File: config.mk
export PLATFORM = sky130hd
export DESIGN_NAME = bcd_display_driver
export DESIGN_NICKNAME = d
export VERILOG_FILES = /design/src/rtl/cnt_disp_pkg.sv /design/src/rtl/bcd_to_seg7.sv /design/src/rtl/bcd_display_driver.sv
export SDC_FILE = /design/constraint.sdc
export NUM_CORES = 1
export LEC_CHECK = 0
export CORE_MARGIN = 2
export CORE_UTILIZATION = 50
export CTS_CLUSTER_DIAMETER = 150
export DETAILED_ROUTE_END_ITERATION = 16
export PLACE_DENSITY = 0.8
export SYNTH_ARGS = -nofsm -noshare
export SYNTH_HDL_FRONTEND = slang
export SYNTH_SLANG_ARGS = --single-unit
File: constraint.sdc
create_clock -name i_clk -period 2.8 [get_ports i_clk]
set_clock_uncertainty 0.15 [all_clocks]
set_input_delay 0.56 -clock i_clk [delete_from_list [all_inputs] [get_ports i_clk]]
set_output_delay 0.56 -clock i_clk [all_outputs]
set_load 0.02 [all_outputs]
File: src/rtl/cnt_disp_pkg.sv
// Shared widths, converter state type, 7-segment and anode codes for the BCD display driver.
package cnt_disp_pkg;

  localparam int unsigned VAL_W  = 8;
  localparam int unsigned BCD_W  = 12;
  localparam int unsigned SR_W   = BCD_W + VAL_W;
  localparam int unsigned SEG_W  = 7;
  localparam int unsigned AN_W   = 3;
  localparam int unsigned ITER_W = 3;

  typedef enum logic [1:0] {
    ST_IDLE = 2'd0,
    ST_CONV = 2'd1,
    ST_DONE = 2'd2
  } conv_state_e;

  // Active-low segment patterns, bit order {g,f,e,d,c,b,a}
  localparam logic [SEG_W-1:0] SEG_0     = 7'b1000000;
  localparam logic [SEG_W-1:0] SEG_1     = 7'b1111001;
  localparam logic [SEG_W-1:0] SEG_2     = 7'b0100100;
  localparam logic [SEG_W-1:0] SEG_3     = 7'b0110000;
  localparam logic [SEG_W-1:0] SEG_4     = 7'b0011001;
  localparam logic [SEG_W-1:0] SEG_5     = 7'b0010010;
  localparam logic [SEG_W-1:0] SEG_6     = 7'b0000010;
  localparam logic [SEG_W-1:0] SEG_7     = 7'b1111000;
  localparam logic [SEG_W-1:0] SEG_8     = 7'b0000000;
  localparam logic [SEG_W-1:0] SEG_9     = 7'b0010000;
  localparam logic [SEG_W-1:0] SEG_BLANK = 7'b1111111;

  // Active-low one-hot anodes, bit order {hund,tens,ones}
  localparam logic [AN_W-1:0] AN_ONES = 3'b110;
  localparam logic [AN_W-1:0] AN_TENS = 3'b101;
  localparam logic [AN_W-1:0] AN_HUND = 3'b011;

  // One double-dabble iteration: add 3 to every BCD nibble >= 5, then shift left.
  function automatic logic [SR_W-1:0] dd_step(input logic [SR_W-1:0] sr);
    logic [SR_W-1:0] t;
    t = sr;
    for (int d = 0; d < 3; d++) begin
      if (t[VAL_W + 4*d +: 4] >= 4'd5) begin
        t[VAL_W + 4*d +: 4] = t[VAL_W + 4*d +: 4] + 4'd3;
      end
    end
    return {t[SR_W-2:0], 1'b0};
  endfunction

endpackage

File: src/rtl/bcd_to_seg7.sv
// Combinational BCD digit to active-low 7-segment pattern; blank or non-decimal input shows nothing.
module bcd_to_seg7
  import cnt_disp_pkg::*;
(
  input  logic [3:0]       digit,
  input  logic             blank,
  output logic [SEG_W-1:0] seg_c
);

  always_comb begin
    seg_c = SEG_BLANK;
    if (!blank) begin
      case (digit)
        4'd0:    seg_c = SEG_0;
        4'd1:    seg_c = SEG_1;
        4'd2:    seg_c = SEG_2;
        4'd3:    seg_c = SEG_3;
        4'd4:    seg_c = SEG_4;
        4'd5:    seg_c = SEG_5;
        4'd6:    seg_c = SEG_6;
        4'd7:    seg_c = SEG_7;
        4'd8:    seg_c = SEG_8;
        4'd9:    seg_c = SEG_9;
        default: seg_c = SEG_BLANK;
      endcase
    end
  end

endmodule

File: src/rtl/bcd_display_driver.sv
// Binary-to-BCD converter (one double-dabble step per clock) driving a
// time-multiplexed 3-digit common-segment display with leading-zero blanking.
module bcd_display_driver
  import cnt_disp_pkg::*;
#(
  parameter int unsigned REFRESH_DIV = 4
) (
  input  logic             i_clk,
  input  logic             i_rst,
  input  logic [VAL_W-1:0] i_value,
  output logic [BCD_W-1:0] o_bcd,
  output logic             o_bcd_vld,
  output logic             o_busy,
  output logic [SEG_W-1:0] o_seg,
  output logic [AN_W-1:0]  o_an
);

  localparam int unsigned CW = (REFRESH_DIV > 1) ? $clog2(REFRESH_DIV) : 1;
  localparam logic [ITER_W-1:0] ITER_LAST = ITER_W'(VAL_W - 1);

  conv_state_e       state, state_nx;
  logic [VAL_W-1:0]  last_val, last_nx;
  logic [SR_W-1:0]   sr, sr_nx;
  logic [ITER_W-1:0] iter, iter_nx;
  logic [BCD_W-1:0]  bcd_nx;
  logic              vld_nx;
  logic              busy_nx;

  logic [CW-1:0]     rcnt, rcnt_nx;
  logic [1:0]        idx, idx_nx;
  logic [3:0]        digit;
  logic              blank;
  logic [AN_W-1:0]   an_nx;
  logic [SEG_W-1:0]  seg_c;

  // Converter next-state: sample on change, 8 shift-add-3 steps, then publish.
  always_comb begin
    state_nx = state;
    last_nx  = last_val;
    sr_nx    = sr;
    iter_nx  = iter;
    bcd_nx   = o_bcd;
    vld_nx   = 1'b0;
    unique case (state)
      ST_IDLE: begin
        if (i_value != last_val) begin
          last_nx  = i_value;
          sr_nx    = {{BCD_W{1'b0}}, i_value};
          iter_nx  = '0;
          state_nx = ST_CONV;
        end
      end
      ST_CONV: begin
        sr_nx   = dd_step(sr);
        iter_nx = iter + ITER_W'(1);
        if (iter == ITER_LAST) state_nx = ST_DONE;
      end
      ST_DONE: begin
        bcd_nx   = sr[SR_W-1:VAL_W];
        vld_nx   = 1'b1;
        state_nx = ST_IDLE;
      end
      default: state_nx = ST_IDLE;
    endcase
    // Busy covers the whole conversion including the cycle the result appears.
    busy_nx = (state_nx != ST_IDLE) || (state == ST_DONE);
  end

  // Refresh timing and digit select; segments follow the value being registered into o_bcd.
  always_comb begin
    rcnt_nx = rcnt + CW'(1);
    idx_nx  = idx;
    if (rcnt == CW'(REFRESH_DIV - 1)) begin
      rcnt_nx = '0;
      idx_nx  = (idx == 2'd2) ? 2'd0 : idx + 2'd1;
    end
    digit = bcd_nx[3:0];
    blank = 1'b0;
    an_nx = AN_ONES;
    case (idx_nx)
      2'd1: begin
        digit = bcd_nx[7:4];
        blank = (bcd_nx[11:8] == 4'd0) && (bcd_nx[7:4] == 4'd0);
        an_nx = AN_TENS;
      end
      2'd2: begin
        digit = bcd_nx[11:8];
        blank = (bcd_nx[11:8] == 4'd0);
        an_nx = AN_HUND;
      end
      default: begin
        digit = bcd_nx[3:0];
        blank = 1'b0;
        an_nx = AN_ONES;
      end
    endcase
  end

  bcd_to_seg7 u_seg (
    .digit (digit),
    .blank (blank),
    .seg_c (seg_c)
  );

  always_ff @(posedge i_clk) begin
    if (i_rst) begin
      state     <= ST_IDLE;
      last_val  <= '0;
      sr        <= '0;
      iter      <= '0;
      o_bcd     <= '0;
      o_bcd_vld <= 1'b0;
      o_busy    <= 1'b0;
      rcnt      <= '0;
      idx       <= '0;
      o_an      <= AN_ONES;
      o_seg     <= SEG_0;
    end else begin
      state     <= state_nx;
      last_val  <= last_nx;
      sr        <= sr_nx;
      iter      <= iter_nx;
      o_bcd     <= bcd_nx;
      o_bcd_vld <= vld_nx;
      o_busy    <= busy_nx;
      rcnt      <= rcnt_nx;
      idx       <= idx_nx;
      o_an      <= an_nx;
      o_seg     <= seg_c;
    end
  end

endmodule
==> metrics.md, run 1 <==
| Metric | Value |
|---|---|
| Worst hold path class | `flop to flop` |
| Clk Latency, worst-skew pair | `350 ps` |
| Via count | `2324` |
| Fmax | `369.0 MHz` |
| Post-layout util | `64.51%` |
| Final Net Count | `387` |
| Antenna violations before repair | `0` |
| Power Density | `516.0 mW/mm^2` |
| Setup_tns | `0 ps` |
| Post-synth EDFFs | `0` |
| CTS max path bufs | `2` |
| Synth Register Bits | `61` |
| FP Rows | `27` |
| Setup crit start kind | `flop` |
| Mapped Avg Cell Area | `9.031 um^2` |
| TritonCTS clock tree | `done` |
| DIE HEIGHT | `79.67 um` |
| Sequential share of the synthesized area | `42.66%` |
| Register area | `0.001224 mm^2` |
| DR top layer | `met4` |
| Reg2Reg Depth | `13` |
| # DRC | `0` |
| Area of the multi-input gates | `0.001562 mm^2` |
| Critical Path AT | `2830 ps` |
| DRT iter0 DRCs | `86` |
| Final number of max-transition violations | `0` |
| Number of I/O port buffers | `33` |
| Hold Startpoint | `rcnt[0]` |
| Htree depth | `3` |
| WHS Path Cells | `1` |
| Placement Cell Area | `0.003284 mm^2` |
| Final ANT Viol Nets | `0` |
| Ys Warns | `0` |
| Total GRT Usage | `20.34%` |
| Met3 WL | `232 um` |
| Crit Path Max Fanout | `5` |
| Worst slew pin tran | `996.0 ps` |
| Core area | `0.005507 mm^2` |
| Cell area after synthesis | `0.002863 mm^2` |
| Crit path time final | `2710 ps` |
| R2r setup slk | `90 ps` |
| Max-cap violations | `0` |
| Synth Instances | `317` |
| Prevailing post-synth register cell | `dfxtp_1` |
| Clk sinks | `61` |
| Crit path required time | `2920 ps` |
| Via density | `5.306` |
| Fill count | `441` |
| Setup crit end kind | `flop` |
| Mapped Nets | `343` |
| Share of cells above drive strength 1 | `13.93%` |
| Reg clk slew, reported paths | `60 ps` |
| Pwr Total | `1.833 mW` |
| Area added between synthesis and finish | `24.08%` |
| Antenna diode count | `0` |
| Met2 WL | `2.947 mm` |
| Global-route wire length before repair | `9.770 mm` |
| Design area | `0.003552 mm^2` |
| Critical path type | `flop to flop` |
| Reg2reg start | `rcnt[0]` |
| Hold Crit Endpoint | `rcnt[0]` |
| Vias in the first global route | `2139` |
| Remaining Overflow, GRT | `0` |
| Area of the die | `0.006347 mm^2` |
| Io pins | `34` |
| HPWL Detailed | `4.106 mm` |
| Initial Utilization | `51.99%` |
| Wire length per cell | `14.04 um` |
| CTS buffer count | `9` |
| Pleak | `1.456 nW` |
| Final period util | `96.78%` |
| Fin. Hold Viols | `0` |
| Pin count of the biggest net entering global routing | `37` |
| Reg2reg end | `o_seg[3]` |
| Routed wire length | `6.151 mm` |
| Relative slew slack | `33.60%` |
| Clk root buf | `clkbuf_8` |
| Cell variety after synth | `47` |
| # setup viols final | `0` |
| Outcome | `finished clean` |
| M1 WL | `2.799 mm` |
| GP Congestion | `0.8720` |
| Post-synth ARST share | `0%` |
| Max VDD drop | `0.2738 mV` |
| First-pass iteration count of the detailed router | `5` |
| Die Wd | `79.67 um` |
-- routing by layer --
layer | global-route usage, % | vias up
li1 | - | 1179
met1 | 25.18 | 1080
met2 | 32.10 | 50
met3 | 4.751 | 15
met4 | 12.07 | 0
met5 | 0 | -
-- worst max-delay path by stage --
| stage | cells past startpoint | from | end |
|---|---|---|---|
| after floorplan | 12 | rcnt[0] | o_seg[4] |
| after global placement | 12 | rcnt[0] | o_seg[4] |
| after detailed placement | 13 | rcnt[0] | o_seg[0] |
| after CTS | 13 | rcnt[0] | o_seg[0] |
| after global routing | 13 | rcnt[0] | o_seg[0] |
| final | 13 | rcnt[0] | o_seg[3] |
-- sequential cells by signal, indices dropped and copies added, names as in the netlist, 2 cells and up --
name	count
idx	2
o_an	3
rcnt	2
iter	3
o_bcd	12
last_val	8
sr	20
o_seg	7
state	2
-- power breakdown --
part | switching (mW) | internal (mW) | leakage [nW] | total (mW)
Sequential | 0.0197 | 0.903 | 0.498 | 0.922
Combinational | 0.114 | 0.0995 | 0.871 | 0.214
Clock | 0.327 | 0.370 | 0.0877 | 0.697
-- cell type report --
cell class                      instances  share of cell area (%)
Multi-Input combinational cell        224                   43.96
Sequential cell                        61                   34.45
Timing Repair Buffer                   48                   12.33
Clock buffer                           15                   4.685
Tap cell                               72                   2.536
Inverter                               17                   1.902
Clock inverter                          1                  0.1409
-- cell families after synthesis --
logic type / after synthesis / synth area share (%)
AO/OA/AOI/OAI: 55 / 13.94
XOR/XNOR: 13 / 3.977
adder cells (fa/ha/maj): 16 / 6.993
buffers and inverters: 32 / 5.157
flip-flops: 61 / 42.66
multiplexers: 23 / 8.304
AND/OR/NAND/NOR: 117 / 18.97
-- Yosys cell counts (2+ instances only) --
cell type	number	share of area, %
a22oi_1	9	2.4
buf_6	2	0.79
nand3_1	4	0.70
mux2_2	2	0.79
nand2_1	25	3.3
a211oi_1	4	1.0
nor3_1	8	1.4
inv_1	16	2.1
ha_1	16	7.0
a31oi_1	2	0.44
xor2_1	2	0.61
nand4_1	2	0.44
a311oi_1	7	2.1
o21a_1	2	0.52
nor2_1	57	7.5
a21oi_1	14	2.4
nor4_2	2	0.87
and2_1	2	0.44
dfxtp_1	61	43
xnor2_1	11	3.4
nor4_1	3	0.66
clkbuf_1	10	1.3
nand2b_1	5	1.1
o21ai_0	8	1.4
a2bb2oi_1	2	0.61
mux2i_1	20	7.0
-- cells in the final DEF (no fill, tap or decap), drive strengths merged, types with 7 or more instances in the layout --
cell type      netlist  layout
clkbuf              10      15
nor2                57      57
inv                 16      16
a311oi               7       7
mux2i               20      20
ha                  16      16
nor3                 9       9
clkdlybuf4s50        0      32
nand2               25      25
a21oi               14      14
a22oi                9       9
o21ai                8       8
dfxtp               61      61
buf                  5      16
xnor2               11      11
-- worst max-delay path, cell delays in order, from the launching register on --
cell        delay [ps]
dfxtp_2            350
ha_4               170
mux2i_2            260
inv_1              100
ha_4               280
inv_2               50
nand2_2             70
nor2_1              40
or3_4              450
clkinvlp_4         120
ha_1               150
inv_1               50
o21a_1             220
a211oi_2           180
-- stage by stage --
stage | setup slack (ps) | hold WS (ps) | instances
after global routing | -61.51 | 297.7 | 438
after global placement | 62.70 | 261.4 | 419
after detailed placement | 27.04 | 266.3 | 419
after CTS | 5.024 | 279.8 | 435
final | 90.13 | 284.1 | 438
after floorplan | 25.01 | 254.3 | 317
-- repair_timing --
item	CTS	global route
pin swaps	0	3
hold buffers	0	0
buffers inserted	0	3
setup endpoints to repair	3	7
resized for setup	1	15
No activity file was read; power rests on OpenSTA's default activity.
==> run 2, diff against run 1 <==
--- a/config.mk
+++ b/config.mk
@@ -5,6 +5,8 @@
 export SDC_FILE = /design/constraint.sdc
 export NUM_CORES = 1
 export LEC_CHECK = 0
+export CAP_MARGIN = 10
+export CORE_ASPECT_RATIO = 0.6
 export CORE_MARGIN = 2
 export CORE_UTILIZATION = 50
 export CTS_CLUSTER_DIAMETER = 150
==> run 2 against run 1 <==
  * Worst setup slack got worse by 44 ps
  * Clock-buffer cell count decreased by 6
  * Flip-flop and latch count stayed put
  * Non-clock buffer count fell by 3
  * Hold slack gained 6.8 ps
  * Via count grew 3.3%
  * Design area grew 3.4%
  * Sequential share of layout area down 1.1 points
  * Cell count up 1.1%
  * Global-route usage increased by 2.0 points
  * Critical path type unchanged
  * Critical endpoint is now o_seg[0]
  * Largest cell class unchanged
==> metrics.md, run 2 (synthesis gave the netlist of run 1 again) <==
| Metric | Value |
|---|---|
| Outcome | `finished clean` |
| Setup crit end kind | `flop` |
| RSZ-0062 raised after global routing | `yes` |
| Clk root buf | `clkbuf_8` |
| Final number of max-transition violations | `0 (unchanged)` |
| Hold Startpoint | `rcnt[0]` |
| Remaining Overflow, GRT | `0 (unchanged)` |
| Reg2Reg Depth | `13 (unchanged)` |
| Fmax | `363.1 MHz (-1.6%)` |
| Antenna diode count | `0 (unchanged)` |
| Critical path's most frequent cell | `ha_4` |
| Pleak | `1.492 nW (+2.5%)` |
| Final period util | `98.36% (+1.6 points)` |
| Dpl ws | `-70.89 ps (-97.93 ps)` |
| WHS Path Cells | `1 (unchanged)` |
| Io pins | `34 (unchanged)` |
| Area of the die | `0.006367 mm^2 (+0.31%)` |
| Max reg flops | `20 (unchanged)` |
| DIE HEIGHT | `62.61 um (-21%)` |
| Delay of the slowest cell on the worst path | `430 ps (-20 ps)` |
| Commonest non-fill, non-tap cell in the layout | `dfxtp_1` |
| Relative slew slack | `55.51% (+22 points)` |
| Final ANT Viol Nets | `0 (unchanged)` |
| Total GRT Usage | `22.33% (+2.0 points)` |
| Htree depth | `3 (unchanged)` |
| Via density | `5.420 (+2.1%)` |
| Worst slew pin tran | `667.3 ps (-328.7 ps)` |
| Fill count | `408 (-7.5%)` |
| Worst hold path class | `flop to flop` |
| First-pass iteration count of the detailed router | `4 (-1)` |
| Met3 WL | `520 um (+120%)` |
| # setup viols final | `0 (unchanged)` |
| WP buf/inv | `4 (unchanged)` |
| Crit Path Max Fanout | `5 (unchanged)` |
| Max stage delay cell, worst path | `or3_4` |
| Pwr Total | `2.026 mW (+11%)` |
| Crit path time final | `2754 ps (+44.25 ps)` |
| R2r setup slk | `50 ps (-40 ps)` |
| Layout Cells excl Fill | `443 (+1.1%)` |
| HPWL Detailed | `4.518 mm (+10%)` |
| Reg2reg end | `o_seg[0]` |
| Antenna violations before repair | `0 (unchanged)` |
| CTS buffer count | `9 (unchanged)` |
| Most frequent cells in the layout | `dfxtp_1, nor2_1, clkdlybuf4s50_1` |
| Pin count of the biggest net entering global routing | `36 (-2.7%)` |
| Number of I/O port buffers | `33 (unchanged)` |
| Critical Path AT | `2870 ps (+40 ps)` |
| # DRC | `0 (unchanged)` |
| Most flops, register | `sr` |
| Largest regs | `sr: 20 flops, o_bcd: 12 flops, last_val: 8 flops` |
| Routed wire length | `6.952 mm (+13%)` |
| Wire length per cell | `15.69 um (+12%)` |
| Setup ws final | `45.88 ps (-44.25 ps)` |
| Hold Crit Endpoint | `rcnt[0]` |
| Met2 WL | `3.048 mm (+3.4%)` |
| DRT iter0 DRCs | `173 (+100%)` |
| Final Net Count | `384 (-0.78%)` |
| Clk sinks | `61 (unchanged)` |
| M1 WL | `3.240 mm (+16%)` |
| Reg clk slew, reported paths | `70 ps (about the same)` |
| Reg2reg start | `rcnt[0]` |
| Cell family with most CP delay | `adder cells` |
| Crit path required time | `2920 ps (about the same)` |
| Area added between synthesis and finish | `28.32%` |
| Fin Hold WS | `290.9 ps (+6.825 ps)` |
| Crit-path cells | `ha_4 -> mux2i_4 -> inv_2 -> ha_4 -> inv_4 -> nand2_2 -> nor2_1 -> or3_4 -> clkinvlp_4 -> ha_4 -> inv_1 -> o21a_1 -> a211oi_2` |
| Dpl cells | `425 (+1.4%)` |
| Area of the multi-input gates | `0.001638 mm^2 (+4.9%)` |
| Register area | `0.001224 mm^2 (unchanged)` |
| CTS max path bufs | `2 (unchanged)` |
| Max-cap violations | `0 (unchanged)` |
| Via count | `2401 (+3.3%)` |
| FP Rows | `21 (-22%)` |
| GP Congestion | `0.8925 (+2.4%)` |
| Clk Latency, worst-skew pair | `350 ps (about the same)` |
| Fin. Hold Viols | `0 (unchanged)` |
| Global-route wire length before repair | `10.96 mm (+12%)` |
| Setup crit start kind | `flop` |
| Power Density | `551.5 mW/mm^2 (+6.9%)` |
| Critical path type | `flop to flop` |
| Initial Utilization | `51.64% (-0.35 points)` |
| TritonCTS clock tree | `done` |
| Max VDD drop | `0.3078 mV (+12%)` |
| Vias in the first global route | `2270 (+6.1%)` |
| Share of cells above drive strength 1 | `16.25% (+2.3 points)` |
| DR top layer | `met4` |
| Core area | `0.005544 mm^2 (+0.68%)` |
| Die Wd | `101.7 um (+28%)` |
run 2: what timing repair did:
| action | CTS | global route |
|---|---|---|
| pin swaps | 0 | 8 |
| setup endpoints to repair | 6 | 9 |
| hold buffers | 0 | 0 |
| setup buffers | 0 | 2 |
| gates resized for setup | 4 | 26 |
| cloned | 0 | 0 |
| endpoints found under the hold margin | 0 | 0 |
run 2: power breakdown:
part / total [mW] / switching (mW) / internal, mW
sequential: 0.923 / 0.0208 / 0.902
combinational: 0.235 / 0.130 / 0.106
clock: 0.868 / 0.372 / 0.496
run 2: routing by layer:
metal / vias to the layer above / global-route usage [%]
met1: 1132 / 32.03
met5: - / 0
met4: 0 / 8.784
met3: 16 / 8.501
met2: 83 / 29.85
li1: 1170 / -
run 2: area by class of cell:
| type | count | share of cell area [%] |
|---|---|---|
| Clock buffer | 9 | 3.372 |
| Clock inverter | 7 | 2.452 |
| Inverter | 17 | 1.907 |
| Multi-Input combinational cell | 224 | 44.58 |
| Sequential cell | 61 | 33.31 |
| Tap cell | 80 | 2.725 |
| Timing Repair Buffer | 45 | 11.65 |
run 2: how the worst max path moves through the flow:
stage                           from       end  cells past startpoint
after detailed placement  i_value[1]     sr[5]                      7
after floorplan              rcnt[0]  o_seg[4]                     12
after CTS                    rcnt[0]  o_seg[0]                     13
final                        rcnt[0]  o_seg[0]                     13
after global routing         rcnt[0]  o_seg[0]                     13
after global placement       rcnt[0]  o_seg[3]                     12
run 2: worst reg2reg max path, delay by kind of cell (launching register included):
kind	cells	cell delay, ps
simple gates	3	560
compound gates	2	450
mux	1	250
flops	1	360
buf+inv	4	310
fa+ha+maj	3	590
run 2: metrics by stage:
| stage | utilization [%] | area (um^2) | TNS, ps |
|---|---|---|---|
| floorplan | - | 2863 | 0 |
| global placement | 59.38 | 3292 | 0 |
| detailed placement | 59.38 | 3292 | -237.7 |
| CTS | 63.55 | 3523 | 0 |
| global route | 66.26 | 3674 | -126.9 |
| finish | 66.26 | 3674 | 0 |
